`config.mk`:
```
export PLATFORM = sky130hd
export DESIGN_NAME = pattern_detector_mealy
export DESIGN_NICKNAME = d
export VERILOG_FILES = /design/src/rtl/pattern_detector_mealy.sv
export SDC_FILE = /design/constraint.sdc
export NUM_CORES = 1
export LEC_CHECK = 0
export ABC_AREA = 0
export CORE_MARGIN = 3
export CORE_UTILIZATION = 43
export CTS_CLUSTER_SIZE = 12
export DETAILED_ROUTE_END_ITERATION = 6
export PLACE_DENSITY = 0.73
export REMOVE_ABC_BUFFERS = 1
export SETUP_SLACK_MARGIN = 0.3
export SYNTH_ARGS = -nofsm -noshare
export SYNTH_HDL_FRONTEND = slang
export SYNTH_SLANG_ARGS = --single-unit
```
`constraint.sdc`:
```
create_clock -name clk -period 2.3 [get_ports clk]
set_input_delay 0.23 -clock clk [delete_from_list [all_inputs] [get_ports clk]]
set_output_delay 0.23 -clock clk [all_outputs]
set_load 0.02 [all_outputs]
```
`src/rtl/pattern_detector_mealy.sv`:
```
// rtl/pattern_detector_mealy.sv - Mealy serial pattern detector with KMP fallback and saturating match counter
//
// Purpose: detects PATTERN (first-received bit is PATTERN[PAT_LEN-1]) in a
// qualified serial bit stream, in overlapping or non-overlapping mode.
// Optional feature macro: PATTERN_DETECTOR_STICKY_EN (registered hit_sticky flag).
//
// Ports:
//   clk         rising-edge clock
//   reset       asynchronous active-high reset
//   in_valid    qualifies in_bit this cycle
//   in_bit      serial data bit
//   overlap     1 = overlapping detection, 0 = restart after each match
//   clear       synchronous clear of state, counter and sticky flag
//   match       combinational Mealy detect pulse
//   match_count saturating number of matches
//   state_dbg   current matched-prefix length
//   hit_sticky  sticky detect flag (0 when the feature macro is undefined)

module pattern_detector_mealy #(
   parameter int                 PAT_LEN = 4,
   parameter logic [PAT_LEN-1:0] PATTERN = 4'b1011,
   parameter int                 CNT_W   = 8
) (
   input  logic             clk,
   input  logic             reset,
   input  logic             in_valid,
   input  logic             in_bit,
   input  logic             overlap,
   input  logic             clear,
   output logic             match,
   output logic [CNT_W-1:0] match_count,
   output logic [4:0]       state_dbg,
   output logic             hit_sticky
);

   localparam logic [4:0] LAST = 5'(PAT_LEN - 1);

   // Longest pattern prefix (capped at PAT_LEN-1) that is a suffix of
   // "first s pattern bits followed by b". Scanning k upward and keeping the
   // last hit yields the longest one. For s = PAT_LEN-1 with the final pattern
   // bit this is the longest proper border, i.e. the overlapping restart point.
   function automatic logic [4:0] kmp_next(input int s, input logic b);
      logic [4:0] res;
      logic       ok;
      logic       cand;
      int         idx;
      res = 5'd0;
      for (int k = 1; k <= s + 1; k++) begin
         if (k < PAT_LEN) begin
            ok = 1'b1;
            for (int j = 0; j < k; j++) begin
               idx  = s + 1 - k + j;
               cand = (idx == s) ? b : PATTERN[PAT_LEN-1-idx];
               if (cand != PATTERN[PAT_LEN-1-j]) ok = 1'b0;
            end
            if (ok) res = 5'(k);
         end
      end
      return res;
   endfunction

   logic [4:0]       state;
   logic [4:0]       state_nx;
   logic [CNT_W-1:0] cnt_nx;
   logic [4:0]       fb;
   logic             match_i;

   // Elaboration-time transition tables, one entry per prefix length.
   logic [4:0] nxt0 [PAT_LEN];
   logic [4:0] nxt1 [PAT_LEN];

   genvar g;
   for (g = 0; g < PAT_LEN; g++) begin : g_tbl
      assign nxt0[g] = kmp_next(g, 1'b0);
      assign nxt1[g] = kmp_next(g, 1'b1);
   end

   always_comb begin
      fb = 5'd0;
      for (int i = 0; i < PAT_LEN; i++) begin
         if (state == 5'(i)) fb = in_bit ? nxt1[i] : nxt0[i];
      end
   end

   always_ff @(posedge clk or posedge reset) begin
      if (reset) begin
         state       <= 5'd0;
         match_count <= '0;
      end else begin
         state       <= state_nx;
         match_count <= cnt_nx;
      end
   end

   always_comb begin
      state_nx = state;
      cnt_nx   = match_count;
      match_i  = 1'b0;
      if (clear) begin
         state_nx = 5'd0;
         cnt_nx   = '0;
      end else if (in_valid) begin
         if ((state == LAST) && (in_bit == PATTERN[0])) begin
            match_i  = 1'b1;
            state_nx = overlap ? fb : 5'd0;
            if (match_count != {CNT_W{1'b1}}) cnt_nx = match_count + CNT_W'(1);
         end else begin
            state_nx = fb;
         end
      end
   end

   // Reset gating keeps match quiet for the whole reset interval.
   assign match     = match_i & ~reset;
   assign state_dbg = state;

`ifdef PATTERN_DETECTOR_STICKY_EN
   logic sticky_q;

   always_ff @(posedge clk or posedge reset) begin
      if (reset)        sticky_q <= 1'b0;
      else if (clear)   sticky_q <= 1'b0;
      else if (match_i) sticky_q <= 1'b1;
   end

   assign hit_sticky = sticky_q;
`else
   assign hit_sticky = 1'b0;
`endif

endmodule
```
==> qor.yml, run 1 <==
power.total_uw: 337.5
rsz0062_at_grt: "no"
ir_worst_vdd_mv: 0.2802
synthCells: 63
grt-ovfl-total: 0
antenna_found_initial: 0
synth_edf_count: 0
yosysTopAreaCellShare_pct: 39.68
utilization_pct: 61.16
fin_nets: 90
min_path_type: "in -> async"
critical_path_class: "in -> out"
synth_area_um2: 630.6
register_area_um2: 250.2
stdcell_count: 96
clock_skew_ns: 0.002485
worstPathCellList: "clkdlybuf4s50_1 -> nand4_4 -> nor3_1 -> dlygate4sd2_1"
path_delay_family: "buffers and inverters"
grt_max_degree: 14
grt_pass1_vias: 505
die_area_um2: 1962
critPathRequiredTime_ns: 2.07
port_buffers: 16
die_x_um: 44.30
ys_types: 33
worstPathMaxFanout: 7
finalSetupViolCount: 0
drv_cap: 0
slowest_delay_ns: 0.58
clk_pin_slew_ns: 0.07
cts_made_buffers: 3
synth_async_sr_flop_share_pct: 100.0
max_freq_ghz: 0.5732
critical_path_buf_inv_count: 2
placed_cells: 93
detail_route.iter0.violations: 18
clock_sinks: 10
synth.top_cells.by_area: "dfrtp_1, buf_4, a21oi_1, nor2b_1, nand4_4"
area_growth_pct: 29.36
worstSkewPairLatency_ns: 0.27
vias: 545
core_um2: 1334
syn_area_per_cell_um2: 10.01
cts.root.buffer_cell: "clkbuf_4"
wl_mm: 1.378
layout_common_cells: "clkdlybuf4s50_1, dfrtp_1, a21oi_1, nor2b_1, conb_1"
run_status: "finished, final reports clean"
p_per_area_nw_per_um2: 413.7
final_common_cell: "clkdlybuf4s50_1"
setup-tns-final_ns: 0
antenna_left: 0
wl_per_cell_um: 14.35
synthFlopType: "dfrtp_1"
ys_ff_latch: 10
crit_arrival_ns: 1.51
yosysTopAreaCell: "dfrtp_1"
min_period_ns: 1.745
clockBufferDepth: 2
num_rows: 13
start_kind: "input port"
yosysSeqAreaShare_pct: 39.68
cts_tree: "done"
slowest_stage: "clkdlybuf4s50_1"
multi_input_area_um2: 346.6
gp_congestion: 0.8038
yosysWarnings: 0
cellLeakagePower_uw: 0.0003331
drc: 0
cts_hold_buf: 0
finalHoldViolCount: 0
io_pins: 21
dr.pass1.iters: 4
hpwl_mm: 1.046
h-tree-depth: 1
crit_path_end_kind: "primary output"
initial_core_util_pct: 47.28
die_h_um: 44.30
insertedDiodeCount: 0
vias_per_cell: 5.677
maxSlewViolCount: 0
drive_above_1_share_pct: 12.35
finalCritPeriodShare_pct: 75.85
grt_pass1_wl_mm: 2.366
grt_use_total_pct: 16.69
fill_cells: 127
## worst paths after layout
check | start | endpoint | slack [ns] | cells after the start
hold / removal | reset | match_count[1] | 0.27 | 2
max in group asynchronous | reset | match_count[7] | 1.76 | 2
setup / recovery | in_valid | match | 0.56 | 4
hold reg to reg | match_count[1] | match_count[1] | 0.60 | 2
setup reg to reg | match_count[0] | match_count[7] | 0.61 | 4
min in group clk | match_count[1] | match_count[1] | 0.60 | 2
## timing repair
item	4_1_cts	5_1_grt
setup buffers	0	0
gates resized for setup	1	0
endpoints found under the setup margin	1	0
## through the flow
stage	area (µm²)	worst slack, ns	hold WS, ns
final	815.8	0.5554	0.2668
after global routing	815.8	0.4398	0.3110
after CTS	815.8	0.5431	0.2827
after detailed placement	794.5	0.2633	0.5730
after global placement	794.5	0.3022	0.5666
after floorplan	608.1	0.6125	0.07018
## final cells by class
class                      instances  share of cell area [%]
multi-input combinational         48                   42.48
sequential                        10                   30.67
timing repair buffer              17                   20.40
clock buffer                       3                   2.761
tap                               15                   2.301
inverter                           3                   1.380
## cells in the mapped netlist, types with 2 or more instances
| cell type | count |
|---|---|
| a311oi_1 | 2 |
| dfrtp_1 | 10 |
| a41oi_1 | 2 |
| and3_1 | 2 |
| nand4_1 | 2 |
| o21ai_0 | 2 |
| nand2_1 | 3 |
| buf_4 | 4 |
| nor2b_1 | 4 |
| nand2b_1 | 2 |
| nor2_1 | 2 |
| a21oi_1 | 5 |
| inv_1 | 3 |
## flip-flops by register name, indices dropped and copies added, names as in the netlist
signal       count
match_count      8
state_dbg        2
## metal layers
metal,wire length [µm],vias to the layer above,track usage [%]
li1,-,271,-
met1,645,253,21.52
met2,640,17,25.87
met3,60,4,4.878
met4,31,0,7.229
met5,0,-,0
## report_power, final
part	leakage (µW)	internal [µW]	total, µW	switching [µW]
sequential	0.000139	177	180	2.72
clock	0.0000138	60.5	123	62.8
combinational	0.000180	13.8	34.4	20.5
## cells by family after synthesis
kind of cell    count (synthesis)  synth area share, %
mux                             3                5.159
simple gates                   23                26.19
fa+ha+maj                       1                1.984
compound gates                 17                19.25
other cells                     1               0.5947
buf+inv                         8                7.142
flops                          10                39.68
Note: power is estimated with default switching activity, not from simulation.
==> run 2: changes to the inputs <==
Clock period 2.3 ns to 1.8 ns, I/O delays scaled along.
==> run 2 against run 1 <==
- sequential share of layout area shrank 2.5 points
- combinational power grew 33%
- core utilization grew 6.2 points
- worst setup slack lost 0.21 ns
- total power grew 42%
- via count grew 10%
- count of clock-buffer cells in the layout grew 1
- sequential power grew 28%
- critical endpoint is now match_count[1]
- highest routed layer unchanged
- first-iteration DRC count grew 44%
- critical path type is now reg -> out
- die area is the same
==> qor.yml, run 2 (synthesis results as in run 1) <==
run_status: "finished, final reports clean"
crit_path_end_kind: "primary output"
drive_above_1_share_pct: 26.14
grt_pass1_wl_mm: 2.622
finalSetupViolCount: 0
min_path_type: "in -> async"
grt_use_total_pct: 18.27
dr.pass1.iters: 4
worstPathMaxFanout: 4
core_um2: 1334
slowest_delay_ns: 0.62
rsz0062_at_grt: "yes"
cellLeakagePower_uw: 0.0004288
clockBufferDepth: 2
drv_cap: 0
cts_made_buffers: 3
hpwl_mm: 1.152
clock_sinks: 10
ir_worst_vdd_mv: 0.4435
largest_register_ffs: 8
grt-ovfl-total: 0
start_kind: "flop"
io_pins: 21
gp_congestion: 0.7257
num_rows: 13
critPathRequiredTime_ns: 1.62
grt_pass1_vias: 591
setup-tns-final_ns: 0
critical_path_class: "reg -> out"
critical_path_buf_inv_count: 1
initial_core_util_pct: 47.28
vias_per_cell: 5.825
clock_skew_ns: 0.006064
fill_cells: 114
port_buffers: 16
crit_arrival_ns: 1.28
top_register: "match_count"
drc: 0
die_h_um: 44.30
area_growth_pct: 42.46
vias: 600
clk_pin_slew_ns: 0.07
min_period_ns: 1.458
cts.root.buffer_cell: "clkbuf_4"
die_area_um2: 1962
finalCritPeriodShare_pct: 81.01
antenna_found_initial: 0
grt_max_degree: 14
worstPathCellList: "clkdlybuf4s50_1"
whs_ns: 0.2262
max_freq_ghz: 0.6858
h-tree-depth: 1
cts_tree: "done"
slowest_stage: "clkdlybuf4s50_1"
maxSlewViolCount: 0
layout_common_cells: "dfrtp_1, dlygate4sd2_1, buf_4, a21oi_1, clkdlybuf4s50_1"
wl_mm: 1.606
antenna_left: 0
die_x_um: 44.30
path_delay_family: "buffers and inverters"
wl_per_cell_um: 15.59
finalHoldViolCount: 0
worstSkewPairLatency_ns: 0.27
insertedDiodeCount: 0
detail_route.iter0.violations: 26
p_per_area_nw_per_um2: 532.2
fin_nets: 96
[run 2: cell count changes in the layout (fill, tap and decap cells not counted), moves of 2 or more]
cell and delta:
dfrtp_2 +2, dlymetal6s2s_1 +2, dfrtp_1 -2, buf_4 +6
clkdlybuf4s50_1 -10, dlygate4sd2_1 +7
[run 2: per-stage QoR]
stage	worst slack (ns)	utilization, %	std cells	power [µW]	instance area (µm²)
after floorplan	0.1125	-	61	252.2	608.1
after global placement	-0.002436	61.82	97	279.8	824.5
after detailed placement	-0.01746	61.82	97	280.7	824.5
after CTS	0.2594	66.04	103	483.4	880.8
after global routing	0.2832	67.35	103	497.8	898.4
final	0.3419	67.35	103	478.1	898.4
[run 2: area by class of cell]
| cell class | instances | area, µm² | area share, % |
|---|---|---|---|
| Multi-Input combinational cell | 48 | 376.6 | 41.92 |
| Sequential cell | 10 | 252.7 | 28.13 |
| Timing Repair Buffer | 23 | 202.7 | 22.56 |
| Clock buffer | 4 | 36.28 | 4.039 |
| Tap cell | 15 | 18.77 | 2.089 |
| Inverter | 3 | 11.26 | 1.253 |
[run 2: power breakdown]
part           leakage (µW)  internal, µW  total, µW  switching [µW]
clock network     0.0000210           123        202            79.4
logic              0.000272          17.9       45.8            28.0
registers          0.000136           227        230            3.40
total              0.000429           367        478             111
[run 2: routing by layer]
layer | GRT usage, % | share of wire, %
met1 | 20.65 | 43
met2 | 30.81 | 50
met3 | 8.130 | 4.7
met4 | 5.422 | 2.2
met5 | 0 | 0
[run 2: final timing paths]
check | to | from | cells after the start | slack, ns
min in group clk | state_dbg[0] | in_bit | 3 | 0.32
hold reg to reg | match_count[1] | match_count[1] | 2 | 0.60
setup / recovery | match_count[1] | match_count[1] | 1 | 0.34
hold / removal | match_count[6] | reset | 2 | 0.23
max in group asynchronous | state_dbg[1] | reset | 2 | 1.27
setup reg to reg | match_count[2] | match_count[1] | 5 | 0.35
[run 2: timing repair]
item,4_1_cts,5_1_grt
gates resized for setup,13,9
setup endpoints to repair,11,8
setup buffers,2,0
pin swaps,2,2
hold buffers,0,0
==> run 3: changes to the inputs <==
Clock period 1.8 ns to 1.5 ns, I/O delays scaled along.
==> run 3 against run 2 <==
- total power is 8.6% higher
- count of clock-buffer cells in the layout is 1 lower
- critical path depth increased by 3
- non-clock buffer count is 12 higher
- die area stayed put
- via count up 8.3%
- clock power fell by 11%
==> qor.yml, run 3 (synthesis results as in run 1) <==
vias_per_cell: 5.702
clock_sinks: 10
drv_cap: 0
critical_path_class: "reg -> reg"
gp_congestion: 0.7220
cellInternalPower_uw: 391.1
clk_pin_slew_ns: 0.06
cts_tree: "done"
grt_use_total_pct: 22.70
wl_mm: 1.890
switching_power_uw: 128.0
clock_skew_ns: 0.004001
drive_above_1_share_pct: 51.52
layout_common_cells: "buf_4, dfrtp_1, buf_2, a21oi_1"
p_comb_share_pct: 12.7
h-tree-depth: 1
min_period_ns: 1.382
start_kind: "flop"
grt_max_degree: 14
slowest_delay_ns: 0.40
critical_path_buf_inv_count: 0
finalCritPeriodShare_pct: 92.15
area_growth_pct: 58.53
clockBufferDepth: 2
worstPathMaxFanout: 4
run_status: "finished, final reports clean"
cts_made_buffers: 3
core_um2: 1334
clkPwrFrac_pct: 34.5
slowest_stage: "dfrtp_1"
grt_pass1_vias: 633
rsz0062_at_grt: "yes"
num_rows: 13
wl_per_cell_um: 16.58
detail_route.iter0.violations: 12
maxSlewViolCount: 0
cts_hold_buf: 0
port_buffers: 16
initial_core_util_pct: 47.28
final_common_cell: "buf_4"
finalSetupViolCount: 0
ir_worst_vdd_mv: 0.4258
fin_nets: 108
worstPathCellList: "ha_2 -> and4_4 -> nor4_4 -> mux2_4"
worstSkewPairLatency_ns: 0.26
min_path_type: "in -> async"
p_per_area_nw_per_um2: 519.3
dr.pass1.iters: 4
largest_register_ffs: 8
die_x_um: 44.30
crit_arrival_ns: 1.53
die_h_um: 44.30
crit_path_end_kind: "flop"
top_register: "match_count"
fill_cells: 95
utilization_pct: 74.95
insertedDiodeCount: 0
swShare_pct: 24.66
antenna_left: 0
critPathRequiredTime_ns: 1.65
io_pins: 21
cts.root.buffer_cell: "clkbuf_4"
finalHoldViolCount: 0
power.total_uw: 519.1
vias: 650
path_delay_family: "flip-flops"
grt_pass1_wl_mm: 3.201
die_area_um2: 1962
antenna_found_initial: 0
grt-ovfl-total: 0
hpwl_mm: 1.269
drc: 0
max_freq_ghz: 0.7234
p_seq_share_pct: 52.8
cellLeakagePower_uw: 0.0004535
## run 3: cell count changes in the layout (fill, tap and decap cells not counted), sizes merged
cell,before,now
clkdlybuf4s50,5,3
dlymetal6s2s,2,0
clkbuf,5,7
dlygate4sd2,8,2
buf,7,26
## run 3: power by group through the flow
stage / registers (µW) / clock network [µW] / logic (µW)
after floorplan: 283 / 0 / 20.0
after global placement: 279 / 0 / 62.2
after detailed placement: 279 / 0 / 63.1
after CTS: 274 / 186 / 64.1
after global routing: 274 / 191 / 71.0
final: 274 / 179 / 65.9
## run 3: final timing paths
kind	start	end	slack (ns)	cells after the start
max	match_count[1]	match_count[7]	0.12	4
min	reset	match_count[6]	0.21	2
max reg2reg	match_count[1]	match_count[7]	0.12	4
min reg2reg	match_count[5]	match_count[5]	0.63	2
max in group asynchronous	reset	match_count[7]	1.01	2
min in group clk	in_valid	state_dbg[1]	0.48	4
## run 3: cell type report
class                           count  area [µm²]  area share [%]
Tap cell                           15       18.77           1.877
Sequential cell                    10       250.2           25.03
Clock buffer                        3       22.52           2.253
Multi-Input combinational cell     48       434.2           43.43
Inverter                            3       11.26           1.126
Timing Repair Buffer               35       262.8           26.28
## run 3: layer usage
layer / routed length, µm / GRT usage [%]
met1: 775 / 29.44
met2: 994 / 37.50
met3: 83 / 6.098
met4: 36 / 5.422
met5: 0 / 0
## run 3: timing repair
action / in CTS / in global routing
pin swaps: 10 / 5
buffers inserted: 5 / 2
resized for setup: 53 / 12
endpoints found under the setup margin: 19 / 14
hold endpoints to repair: 0 / 0
## run 3: stage by stage
stage	instance area (µm²)	hold slack (ns)	TNS (ns)	setup WS, ns	instances
after floorplan	608.1	-0.009822	-0.3944	-0.1875	61
after global placement	877.1	0.4890	-0.5390	-0.2063	104
after detailed placement	877.1	0.5021	-0.8622	-0.2393	104
after CTS	996.0	0.2187	0	0.07765	112
after global routing	999.7	0.2461	0	0.06862	114
final	999.7	0.2088	0	0.1177	114
